`src/rtl/ifu_pkg.sv`:
```
// Shared definitions for the instruction fetch unit: opcode and register encodings
// plus the instruction-word width calculation.
package ifu_pkg;

   typedef enum logic [3:0] {
      OP_LOAD = 4'b0000,
      OP_MOVE = 4'b0001,
      OP_ADD  = 4'b0010,
      OP_XOR  = 4'b0011,
      OP_BR   = 4'b1000
   } opcode_e;

   typedef enum logic [2:0] {
      NA = 3'b000,
      R1 = 3'b001,
      R2 = 3'b010,
      R3 = 3'b011,
      R4 = 3'b100,
      R5 = 3'b101,
      R6 = 3'b110,
      PC = 3'b111
   } reg_code_e;

   function automatic int instr_w(input int op_size, input int arg_size, input int arg_num);
      return op_size + arg_num * arg_size;
   endfunction

endpackage

```
`src/rtl/ifu_return_stack.sv`:
```
// Bounded LIFO of return addresses. Callers must never push when full or pop when
// empty; overflow/underflow reporting belongs to the parent.
module ifu_return_stack
   import ifu_pkg::*;
#(
   parameter int ADDR_W = 4,
   parameter int DEPTH  = 4,
   localparam int CNT_W = $clog2(DEPTH + 1),
   localparam int IDX_W = (DEPTH > 1) ? $clog2(DEPTH) : 1
) (
   input  logic              clk,
   input  logic              rst,
   input  logic              push,
   input  logic              pop,
   input  logic [ADDR_W-1:0] push_data,
   output logic [ADDR_W-1:0] top,
   output logic              full,
   output logic              empty,
   output logic [CNT_W-1:0]  depth
);

   logic [CNT_W-1:0]  count_reg;
   logic [ADDR_W-1:0] stk_reg [DEPTH];
   logic [IDX_W-1:0]  wr_idx;
   logic [IDX_W-1:0]  top_idx;

   assign wr_idx  = IDX_W'(count_reg);
   assign top_idx = IDX_W'(count_reg - CNT_W'(1));

   // Entries are not reset; after rst the zero count makes them unreachable.
   always_ff @(posedge clk) begin
      if (push)
         stk_reg[wr_idx] <= push_data;
   end

   always_ff @(posedge clk or posedge rst) begin
      if (rst)
         count_reg <= '0;
      else if (push)
         count_reg <= count_reg + CNT_W'(1);
      else if (pop)
         count_reg <= count_reg - CNT_W'(1);
   end

   assign top   = stk_reg[top_idx];
   assign full  = (count_reg == CNT_W'(DEPTH));
   assign empty = (count_reg == '0);
   assign depth = count_reg;

endmodule

```
`src/rtl/instr_fetch_unit.sv`:
```
// Program store plus PC with branch, and call/ret through a hardware return stack
// when IFU_CALL_STACK_EN is defined (otherwise call acts as branch and ret is ignored).
module instr_fetch_unit
   import ifu_pkg::*;
#(
   parameter int OP_SIZE     = 4,
   parameter int ARG_SIZE    = 3,
   parameter int ARG_NUM     = 2,
   parameter int ADDR_W      = 4,
   parameter int STACK_DEPTH = 4,
   localparam int INSTR_W    = instr_w(OP_SIZE, ARG_SIZE, ARG_NUM),
   localparam int SD_W       = $clog2(STACK_DEPTH + 1)
) (
   input  logic               clk,
   input  logic               rst,
   input  logic               done,
   input  logic               branch,
   input  logic               call,
   input  logic               ret,
   input  logic [ADDR_W-1:0]  branch_addr,
   input  logic               prog_we,
   input  logic [ADDR_W-1:0]  prog_addr,
   input  logic [INSTR_W-1:0] prog_data,
   output logic [INSTR_W-1:0] instruction,
   output logic [ADDR_W-1:0]  pc,
   output logic [SD_W-1:0]    stack_depth,
   output logic               stack_err
);

   logic [INSTR_W-1:0] mem [2**ADDR_W];
   logic [ADDR_W-1:0]  pc_reg;
   logic [ADDR_W-1:0]  pc_next;
   logic [ADDR_W-1:0]  pc_inc;

   assign pc_inc = pc_reg + ADDR_W'(1);

   // Store is deliberately left out of reset so programs survive a PC reset.
   always_ff @(posedge clk) begin
      if (prog_we)
         mem[prog_addr] <= prog_data;
   end

   assign instruction = mem[pc_reg];
   assign pc          = pc_reg;

   always_ff @(posedge clk or posedge rst) begin
      if (rst)
         pc_reg <= '0;
      else
         pc_reg <= pc_next;
   end

`ifdef IFU_CALL_STACK_EN
   logic              push;
   logic              pop;
   logic              full;
   logic              empty;
   logic              err_set;
   logic              stack_err_reg;
   logic [ADDR_W-1:0] top;

   // Lower-priority requests are masked so a dropped call/ret has no side effects.
   assign push    = call && !branch && !full;
   assign pop     = ret && !branch && !call && !empty;
   assign err_set = !branch && (call ? full : (ret && empty));

   ifu_return_stack #(
      .ADDR_W (ADDR_W),
      .DEPTH  (STACK_DEPTH)
   ) u_stack (
      .clk       (clk),
      .rst       (rst),
      .push      (push),
      .pop       (pop),
      .push_data (pc_inc),
      .top       (top),
      .full      (full),
      .empty     (empty),
      .depth     (stack_depth)
   );

   always_comb begin
      pc_next = pc_reg;
      if (branch)
         pc_next = branch_addr;
      else if (call) begin
         if (!full)
            pc_next = branch_addr;
      end
      else if (ret) begin
         if (!empty)
            pc_next = top;
      end
      else if (done)
         pc_next = pc_inc;
   end

   always_ff @(posedge clk or posedge rst) begin
      if (rst)
         stack_err_reg <= 1'b0;
      else if (err_set)
         stack_err_reg <= 1'b1;
   end

   assign stack_err = stack_err_reg;
`else
   logic unused_ret;

   assign unused_ret = ret;

   always_comb begin
      pc_next = pc_reg;
      if (branch || call)
         pc_next = branch_addr;
      else if (done)
         pc_next = pc_inc;
   end

   assign stack_depth = '0;
   assign stack_err   = 1'b0;
`endif

endmodule

```
`config.mk`:
```
export PLATFORM = sky130hd
export DESIGN_NAME = instr_fetch_unit
export DESIGN_NICKNAME = d
export VERILOG_FILES = /design/src/rtl/ifu_pkg.sv /design/src/rtl/ifu_return_stack.sv /design/src/rtl/instr_fetch_unit.sv
export SDC_FILE = /design/constraint.sdc
export NUM_CORES = 1
export LEC_CHECK = 0
export ABC_AREA = 1
export BUFFER_PORTS_ARGS = -buffer_cell sky130_fd_sc_hd__buf_2
export CAP_MARGIN = 5
export CELL_PAD_IN_SITES_DETAIL_PLACEMENT = 0
export CELL_PAD_IN_SITES_GLOBAL_PLACEMENT = 1
export CORE_UTILIZATION = 48
export DETAILED_ROUTE_END_ITERATION = 8
export PLACE_DENSITY = 0.78
export SLEW_MARGIN = 20
export SYNTH_ARGS = -nofsm -noshare
export SYNTH_HDL_FRONTEND = slang
export SYNTH_SLANG_ARGS = --single-unit
```
`constraint.sdc`:
```
create_clock -name clk -period 1.4 [get_ports clk]
set_clock_uncertainty 0.2 [all_clocks]
set_input_delay 0.07 -clock clk [delete_from_list [all_inputs] [get_ports clk]]
set_output_delay 0.07 -clock clk [all_outputs]
set_load 0.01 [all_outputs]
```
Yosys cells after proc, flatten, opt, wreduce, memory -nomap -nowiden --
Memory sizes are Yosys's and may differ from the RTL's. Index checks and enable logic that the tools add are counted.
Operators by class: reductions and logical operators 2, muxes and demuxes 4, add/subtract/negate cells 1
Operators by type and width (number):
- $mux W4 | 2
- $add A4 B1 Y4 const B | 1
- $mux W1 | 2
- $reduce_bool A2 Y1 | 1
- $logic_or A1 B1 Y1 | 1
Storage, ports and cells: RAM bits 160, flip-flop bits (word level) 4, word-level logic and storage cells 9, memories kept 1, output and inout bits 18, input bits 25
Memories:
- mem | depth 16, width 10, rd ports 1, clocked after memory_dff 0, wr ports 1, RTL line instr_fetch_unit.sv:30 | logic [INSTR_W-1:0] mem [2**ADDR_W];

Depth between registers and ports, before layout --
Gate-level depths: netlist of the first run.
depth after elaboration 3, gate-level depth with buffers 8, mapped depth without buffers 7

Worst setup path before layout of the first run --
No wires, ideal clock.
kind flip-flop to output port, start point register pc_reg[1] (netlist: pc[1]), end point output instruction[1], slack 0.004 ns, data required time 1.130 ns, path buffers 2, arrival 1.126 ns, stages on the path, launching flop included 8, cell sequence dfrtp_1 buf_2 inv_2 buf_2 nand3_1 nand3_1 nand3_1 nand2_1
On the way: cells in the longest elaborated chain, start to end 1
RTL lines:
- from (decl) | RTL line instr_fetch_unit.sv:31 | logic [ADDR_W-1:0] pc_reg;
- from (signal assigned) | RTL line instr_fetch_unit.sv:50 | pc_reg <= pc_next;
- $mem_v2 Z16 W10
- to (decl) | RTL line instr_fetch_unit.sv:24 | output logic [INSTR_W-1:0] instruction,
No other way between the ends.

Worst setup path in the final report of the first run --
start point register pc_reg[0] (netlist: pc[0]), end point output instruction[7]
The elaborated chain is that of the path after synthesis.

==> results of run 1 <==
cells in the mapped netlist:
master	instances
buf_1	1
dfrtp_1	4
o21bai_1	1
inv_2	2
nor2_1	18
nor2_2	1
clkbuf_1	4
buf_2	16
buf_4	6
nand3_1	122
a32oi_1	1
nand2_1	222
ha_1	1
buf_6	9
o22ai_1	1
o21ai_0	7
inv_1	128
conb_1	1
edfxtp_1	160
nand3b_1	2
layer usage:
layer / vias up / wire (um) / track usage
met3: 38 / 1340 / 0.0477
met4: 0 / 426 / 0.119
met5: - / 0 / 0
met2: 195 / 8540 / 0.374
met1: 2453 / 7770 / 0.327
li1: 2477 / - / -
stage by stage:
stage,hold slack [ns],setup slack [ns],cell area (um^2),setup TNS (ns),utilization
final,0.0816,-0.672,9340,-7.74,0.637
after global routing,0.110,-0.719,9340,-8.76,0.637
after CTS,0.0668,-0.691,9020,-7.67,0.616
after detailed placement,-0.205,-0.278,7930,-2.71,0.541
after global placement,-0.222,-0.240,7930,-2.49,0.541
after floorplan,-0.364,0.00435,7260,0,-
cell type report:
cell class	count	area [um^2]	share of cell area
Clock inverter	14	161	0.0173
Clock buffer	18	429	0.0460
Sequential cell	164	4910	0.526
Multi-Input combinational cell	380	1880	0.201
Timing Repair Buffer	114	1240	0.132
Tap cell	184	230	0.0247
Inverter	130	493	0.0528
worst max-delay path by stage:
stage / depth (start not counted) / end / slack (ns)
after floorplan: 7 / instruction[1] / 0.004
after global placement: 8 / instruction[7] / -0.24
after detailed placement: 9 / instruction[3] / -0.28
after CTS: 9 / instruction[7] / -0.69
after global routing: 9 / instruction[7] / -0.72
final: 9 / instruction[7] / -0.67
logic make-up (layout without fill, tap and decap cells):
family / count (synthesis) / in the layout
other: 1 / 4
AO/OA/AOI/OAI: 10 / 10
adder cells (fa/ha/maj): 1 / 1
flip-flops: 164 / 164
AND/OR/NAND/NOR: 365 / 365
buffers and inverters: 166 / 276
power by group:
group	internal [uW]	leakage [uW]	switching, uW	total (uW)
clock network	2780	0.000269	1840	4620
registers	5500	0.00149	42.3	5540
logic	833	0.00230	1140	1970
total	9120	0.00406	3020	12100
timing repair:
action                                  4_1_cts  5_1_grt
buffers inserted                              2        6
endpoints found under the setup margin       18       18
hold buffers                                 19        0
pin swaps                                     9        7
gates resized for setup                      50       41
endpoints found under the hold margin       168        0
cloned                                        3        5
worst max-delay path, cell delays in order (launching register included):
cell      delay [ns]
dfrtp_2         0.46
clkinv_4        0.14
buf_12          0.18
nand2_1         0.06
nand2_1         0.05
nand2_1         0.08
nand3_1         0.09
nand3_2         0.10
nand2_2         0.07
buf_2           0.14
==> impl_results.md, run 1 <==
- Status: complete, but fails checks
- Failing checks: design-rule violations, negative setup slack
- Fin crit share: 1.48
- Worst min path class: in2reg
- Port bufs: 37
- RSZ-0062 raised after global routing: true
- Yosys Warn Count: 0
- First DRT Iteration DRCs: 540
- H-tree Lvls: 4
- Worst hold endpoint: mem[1][1]$_DFFE_PP_
- Synth Area in Compound Gates: 0.00794
- Fraction of the mapped netlist area in simple logic gates: 0.212
- Max IR drop VDD: 0.000937 V
- Gr usage total: 0.242
- Slew Limit Fails: 0
- Final estimated routing congestion in global placement: 0.837
- Share of layout cells above drive strength 1: 0.233
- Grt ovf: 0
- CP Launch Type: flop
- Overall Power: around 12,000 uW
- Req. time, crit path: 1.13 ns
- Commonest non-fill, non-tap cell in the layout: nand2_1
- Final critical path time including I/O delays and setup: between 2 and 2.5 ns
- Std-Cell Rows: 44
- Post-Syn Area: between 7000 and 8000 um^2
- Largest family of logic cells by synthesized area: simple AND/OR/NAND/NOR gates
- R2R depth: 5
- Setup Viol. Count Final: 17
- Syn avg cell area: a little over 10 um^2
- Final Hold Vio Count: 0
- Synth Area in XOR/XNOR: 0
- Final setup margin: -0.672 ns
- Placed Cells: between 900 and 1,000
- Clock buffer count from CTS: 17
- FF-to-FF setup slack: -0.21 ns
- Setup crit end kind: primary output
- Fin cells: 1,004
- I/O Pins: 43
- Synth top area share: 0.663
- Clock transition at path regs: 0.06 ns
- First-pass GRT wire length: about 28,000 um
- RR Endpoint: pc[2]$_DFFE_PP0P_
- Largest net degree at the start of global routing: 25
- Clock Tree Buf Depth: 2
- P per Cell Area: 1300 nW/um^2
- Synth unique cells: 20
- FF+latch count, synth: between 150 and 200
- Fmax: 483 MHz
- Leak Pwr: 0.00406 uW
- CTS Root Buffer Type: clkbuf_16
- N_diodes: 0
- Clock latency at the later pin of the worst-skew pair: 0.42 ns
- Total Nets Final: between 800 and 900
- Initial core utilization: 0.495
- Critical Path Source: pc[0]$_DFFE_PP0P_
- Area contributors post-synth: edfxtp_1 66%, nand2_1 12%, nand3_1 8.4%, inv_1 6.6%, buf_6 1.4%
- CP Max Fanout: 24
- Post-synthesis adder-cell area fraction: 0.00173
- Hold path start: prog_addr[0]
- Fillers: 1,169
- Die Area: 15,600 um^2
- Post-route ant nets: 0
- Most frequent cells in the layout: 202 x nand2_1, 160 x edfxtp_1, 128 x inv_1
- Core area: about 15,000 um^2
- CTS tree: built
- Vias: 5,163
- WS Path Type: reg2out
- Syn-to-layout area delta: 28.9%
- Max FFs per register: 160
- Syn Inst Count: 707
- WP data arrival: 1.80 ns
- Post-DR wirelength/cell: 18.0 um
- Register area share after synthesis: 0.677
- Sink Count: 164
- Multiplexer area fraction after synthesis: 0
- Initial antenna violation count: 0
- MaxCap Viol Count: 0
- Routed wire length: 18,100 um
- Detailed Routing Iterations Pass 1: 7
- Residual DRC count: 9
- Post-synth top area cell: edfxtp_1
- Die width: 125 um
- Vias per Instance: 5.14
- Hpwl dp: 10,800 um
- Vias in the first global route: 4,911
- R2R Path Start: pc[0]$_DFFE_PP0P_
- Die height: 125 um
- Hold depth: 4
(Power assumes the default switching activity.)
==> run 2: changes to the inputs <==
CORE_UTILIZATION = 50   (was 48)
CTS_BUF_LIST = sky130_fd_sc_hd__clkbuf_4 sky130_fd_sc_hd__clkbuf_8   (was not set)
PLACE_DENSITY = 0.81   (was 0.78)
TNS_END_PERCENT = 1   (was not set)
==> impl_results.md, run 2 (synthesized netlist as in run 1, its figures left out) <==
- Status: complete, but fails checks
- Failing checks: negative setup slack
- Total negative slack: -7.43 ns (+0.309 ns)
- DR top layer: met4
- WS Path Type: reg2out
- Largest net degree at the start of global routing: 25 (unchanged)
- Vias per Instance: 5.28 (+2.7%)
- Overall Power: 10,800 uW (-11%)
- H-tree Lvls: 4 (unchanged)
- Routed met3 length: 1420 um (+6.3%)
- M1 WL: 7790 um (+0.23%)
- P per Cell Area: 1200 nW/um^2 (-7.7%)
- Detailed Routing Iterations Pass 1: 5 (-2)
- First-pass GRT wire length: 27,500 um (about the same)
- Hold_ws: 0.0246 ns (-0.0570 ns)
- R2R depth: 4 (-1)
- Final critical path time including I/O delays and setup: 2.09 ns (+0.0188 ns)
- Final Hold Vio Count: 0 (unchanged)
- Sink Count: 164 (unchanged)
- Post-route ant nets: 0 (unchanged)
- WP data arrival: 1.82 ns (+0.02 ns)
- Final setup margin: -0.691 ns (-0.0188 ns)
- Clock Tree Buf Depth: 2 (unchanged)
- Design area: 9020 um^2 (-3.4%)
- CTS tree: built
- CP Launch Type: flop
- I/O Pins: 43 (unchanged)
- Total Nets Final: 823 (-1.2%)
- Max IR drop VDD: 0.000600 V (-36%)
- Slew Limit Fails: 0 (unchanged)
- Grt ovf: 0 (unchanged)
- CTS Root Buffer Type: clkbuf_8
- CP Max Fanout: 7 (-71%)
- Clock latency at the later pin of the worst-skew pair: 0.45 ns (+0.03 ns)
- Fmax: 478 MHz (-0.90%)
- Die height: 122 um (-2.0%)
- Share of layout cells above drive strength 1: 0.217 (-0.0156)
- Commonest non-fill, non-tap cell in the layout: nand2_1
- Initial antenna violation count: 0 (unchanged)
- Hold depth: 5 (+1)
- Fin crit share: 1.49 (+0.0135)
- Clock transition at path regs: 0.08 ns (+0.02 ns)
- Vias in the first global route: 4,973 (+1.3%)
- Worst min path class: in2reg
- RSZ-0062 raised after global routing: true
- Req. time, crit path: 1.13 ns (about the same)
- Hpwl dp: 10,900 um (+0.14%)
- Syn-to-layout area delta: 24.5%
- Core area: 14,000 um^2 (-4.5%)
- Routed wire length: 18,200 um (+0.55%)
- Most frequent cells in the layout: 208 x nand2_1, 160 x edfxtp_1, 128 x inv_1
- Max FFs per register: 160 (unchanged)
- Std-Cell Rows: 43 (-2.3%)
- Clock buffer count from CTS: 17 (unchanged)
- Finished Core Util: 0.645 (+0.00707)
- Fillers: 1,109 (-5.1%)
- Setup crit end kind: primary output
- Die Area: 15,000 um^2 (-3.9%)
- Initial core utilization: 0.518 (+0.0232)
- Die width: 122 um (-2.0%)
- Vias: 5,228 (+1.3%)
- Cell Area, Placed: 7900 um^2 (-0.35%)
- First DRT Iteration DRCs: 467 (-14%)
- Port bufs: 37 (unchanged)
- Residual DRC count: 0 (-9)
- Metal2 WL: 8530 um (about the same)
- Gr usage total: 0.258 (+0.0166)
- N_diodes: 0 (unchanged)
- Leak Pwr: 0.00395 uW (-2.6%)
- Post-DR wirelength/cell: 18.4 um (+2.0%)
- Final estimated routing congestion in global placement: 0.806 (-3.7%)
- Setup Viol. Count Final: 16 (-1)
- MaxCap Viol Count: 0 (unchanged)
run 2: cell types whose count changed in the layout (fill, tap and decap cells not counted), moves of 6 or more:
| cell | delta |
|---|---|
| clkbuf_16 | -17 |
| clkbuf_4 | +9 |
| buf_4 | -9 |
| clkbuf_8 | +18 |
| nand2_2 | -7 |
| nand2_1 | +6 |
run 2: final timing paths:
check,from,endpoint,slack [ns]
setup / recovery,pc[0]$_DFFE_PP0P_,instruction[7],-0.69
hold / removal,branch,pc[2]$_DFFE_PP0P_,0.02
setup reg to reg,pc[0]$_DFFE_PP0P_,pc[1]$_DFFE_PP0P_,-0.10
hold reg to reg,pc[3]$_DFFE_PP0P_,pc[3]$_DFFE_PP0P_,0.46
max in group asynchronous,rst,pc[0]$_DFFE_PP0P_,0.38
min in group asynchronous,rst,pc[2]$_DFFE_PP0P_,0.42
run 2: power by group:
group	switching (uW)	total, uW	internal [uW]
clock network	1590	3390	1800
logic	1100	1890	791
registers	45.7	5540	5490
total	2730	10800	8090
run 2: metal layers:
layer	global-route usage	vias up
met5	0	-
met4	0.0968	0
met3	0.0641	29
met2	0.403	214
met1	0.350	2536
li1	-	2449
run 2: per-stage QoR:
| stage | cells | setup slack (ns) |
|---|---|---|
| after floorplan | 710 | 0.00435 |
| final | 990 | -0.691 |
| after global routing | 990 | -0.802 |
| after global placement | 931 | -0.250 |
| after CTS | 987 | -0.694 |
| after detailed placement | 931 | -0.266 |
run 2: timing repair:
action                     CTS  global route
cloned                       3             4
pin swaps                   26            18
buffers inserted             2             0
setup endpoints to repair   17            18
hold endpoints to repair   168             0
resized for setup           45            42
hold buffers                19             0
run 2: layout make-up:
type / instances / area [um^2] / share of cell area
flip-flops and latches: 164 / 4910 / 0.544
well taps: 180 / 225 / 0.0250
inverters: 130 / 495 / 0.0550
multi-input cells: 380 / 1860 / 0.207
repair buffers: 104 / 1130 / 0.126
clock buffers: 27 / 315 / 0.0350
clock inverters: 5 / 77.6 / 0.00860
run 2: critical path, cell delays in order, from the launching register on:
cell and delay (ns):
dfrtp_2 0.49, buf_8 0.18, clkbuf_16 0.16, nand2_1 0.08, nand3_2 0.08, nand3_2 0.09, nand3_2 0.09, nand2_1 0.08
buf_2 0.12
==> run 3: changes to the inputs <==
CORE_UTILIZATION = 35   (was 50)
PLACE_DENSITY = 0.6   (was 0.81)
clock period = 2.7 ns   (was 1.4 ns; I/O delays follow)
==> impl_results.md, run 3 (synthesized netlist as in run 1, its figures left out) <==
- I/O Pins: 43 (unchanged)
- Setup Viol. Count Final: 0 (-16)
- FF-to-FF setup slack: 0.20 ns (+0.30 ns)
- Vias per Instance: 4.50 (-15%)
- Die width: 146 um (+19%)
- Clock latency at the later pin of the worst-skew pair: 0.45 ns (about the same)
- Worst Tran Pin Value: 0.945 ns
- N_diodes: 0 (unchanged)
- Status: finished, final reports clean
- Number of setup buffers added after CTS: 0 (-2)
- Clock Tree Buf Depth: 2 (unchanged)
- Crit-path leading delay family: buffers and inverters
- Most Crowded Layer GR: met2
- Die height: 146 um (+19%)
- Hold depth: 4 (-1)
- Hold_ws: 0.132 ns (+0.108 ns)
- Sink Count: 164 (unchanged)
- Detailed Routing Iterations Pass 1: 4 (-1)
- Req. time, crit path: 2.81 ns (+1.68 ns)
- Clock transition at path regs: 0.08 ns (about the same)
- Final setup margin: 0.0615 ns (+0.752 ns)
- GR Util met2: 0.269 (-0.134)
- Share of layout cells above drive strength 1: 0.120 (-0.0973)
- H-tree Lvls: 4 (unchanged)
- Syn-to-layout area delta: 15.2%
- Total negative slack: 0 ns (+7.43 ns)
- RSZ-0062 raised after global routing: false
- Worst hold endpoint: mem[2][7]$_DFFE_PP_
- Std-Cell Rows: 52 (+21%)
- Gr usage total: 0.164 (-0.0945)
- Worst min path class: in2reg
- Most frequent cells in the layout: 222 x nand2_1, 160 x edfxtp_1, 128 x inv_1
- WP data arrival: 2.75 ns (+0.93 ns)
- Fmax: 379 MHz
- Most common cell on crit path: dlygate4sd3_1
- Max IR drop VDD: 0.000300 V (-50%)
- Final Hold Vio Count: 0 (unchanged)
- First DRT Iteration DRCs: 300 (-36%)
- R2R Path Start: pc[0]$_DFFE_PP0P_
- Routed wire length: 16,500 um (-9.4%)
- Fin crit share: 0.977
- Slew margin rel.: 0.368
- Post-route ant nets: 0 (unchanged)
- Vias: 4,782 (-8.5%)
- RR Endpoint: pc[0]$_DFFE_PP0P_
- Port bufs: 37 (unchanged)
- Leak Pwr: 0.00360 uW (-9.1%)
- CTS tree: built
- CP Max Fanout: 1 (-6)
- CP Launch Type: primary input
- Met1 usage: 0.217 (-0.133)
- Clock buffer count from CTS: 17 (unchanged)
- Max FFs per register: 160 (unchanged)
- Setup crit end kind: flop
- Slew Limit Fails: 0 (unchanged)
- Hold path start: prog_we
- Worst path cell trace: dlygate4sd3_1 > buf_2 > nand2_1 > dlygate4sd3_1 > o21ai_0 > dlygate4sd3_1 > nand2_1 > dlygate4sd3_1 > o21ai_0
- Bufs and invs on worst path: 5 (+2)
- Overall Power: 5180 uW (-52%)
- Slowest stage cell, crit path: dlygate4sd3_1
- CP peak stage delay: 0.59 ns (+0.10 ns)
- CTS Root Buffer Type: clkbuf_8
- Setup slack at placement: 0.628 ns (+0.894 ns)
- Total Nets Final: 805 (-2.2%)
- Commonest non-fill, non-tap cell in the layout: nand2_1
- First-pass GRT wire length: 25,400 um (-7.7%)
- Grt ovf: 0 (unchanged)
- Initial antenna violation count: 0 (unchanged)
- Core area: 20,200 um^2 (+45%)
- Die Area: 21,300 um^2 (+42%)
- R2R depth: 6 (+2)
- P per Cell Area: 621 nW/um^2 (-48%)
- Vias in the first global route: 4,380 (-12%)
- Hpwl dp: 10,100 um (-6.7%)
- Residual DRC count: 0 (unchanged)
- Initial core utilization: 0.358 (-0.160)
- MaxCap Viol Count: 0 (unchanged)
- Met3 GRT Util: 0.0357 (-0.0284)
- Final critical path time including I/O delays and setup: 2.64 ns
- Post-DR wirelength/cell: 15.5 um (-16%)
- Final estimated routing congestion in global placement: 0.745 (-7.5%)
- WS Path Type: in2reg
- Largest net degree at the start of global routing: 85 (+240%)
run 3: area by class of cell:
type,instances,area (um^2)
Clock buffer,21,264
Clock inverter,11,87.6
Fill cell,1959,11900
Inverter,130,489
Multi-Input combinational cell,380,1620
Sequential cell,164,4910
Tap cell,270,338
Timing Repair Buffer,86,641
run 3: where the power goes:
group          switching, uW  total (uW)  internal, uW
registers               15.6        2860          2850
clock network            844        1600           754
logic                    482         725           242
total                   1340        5180          3840
run 3: tightest hold or removal path: cells and delay by family:
family	cells	cell delay, ns
buffers and inverters	2	0.30
AND/OR/NAND/NOR	2	0.16
run 3: worst max-delay path by stage:
stage                 startpoint  slack [ns]                end  cells after the start
6_report          branch_addr[0]        0.06  pc[0]$_DFFE_PP0P_                      9
3_3_place_gp   pc[0]$_DFFE_PP0P_        0.60     instruction[9]                      9
4_1_cts        pc[0]$_DFFE_PP0P_        0.12     instruction[9]                      9
5_1_grt        pc[0]$_DFFE_PP0P_        0.02     instruction[9]                      9
3_5_place_dp   pc[0]$_DFFE_PP0P_        0.63     instruction[9]                      9
2_1_floorplan  pc[1]$_DFFE_PP0P_        1.24     instruction[1]                      7
run 3: metal layers:
layer	share of wire	up-vias
li1	-	2410
met1	0.47	2272
met2	0.49	83
met3	0.032	17
met4	0.011	0
met5	0	-
run 3: repair_timing:
action | CTS | global route
hold buffers | 25 | 0
endpoints found under the hold margin | 168 | 0
resized for setup | 0 | 1
setup endpoints to repair | 0 | 2
run 3: metrics by stage:
stage | instance area, um^2 | instances | utilization
3_3_place_gp | 7740 | 1005 | 0.383
4_1_cts | 8340 | 1062 | 0.412
3_5_place_dp | 7740 | 1005 | 0.383
6_report | 8340 | 1062 | 0.412
5_1_grt | 8340 | 1062 | 0.412
2_1_floorplan | 7260 | 710 | -
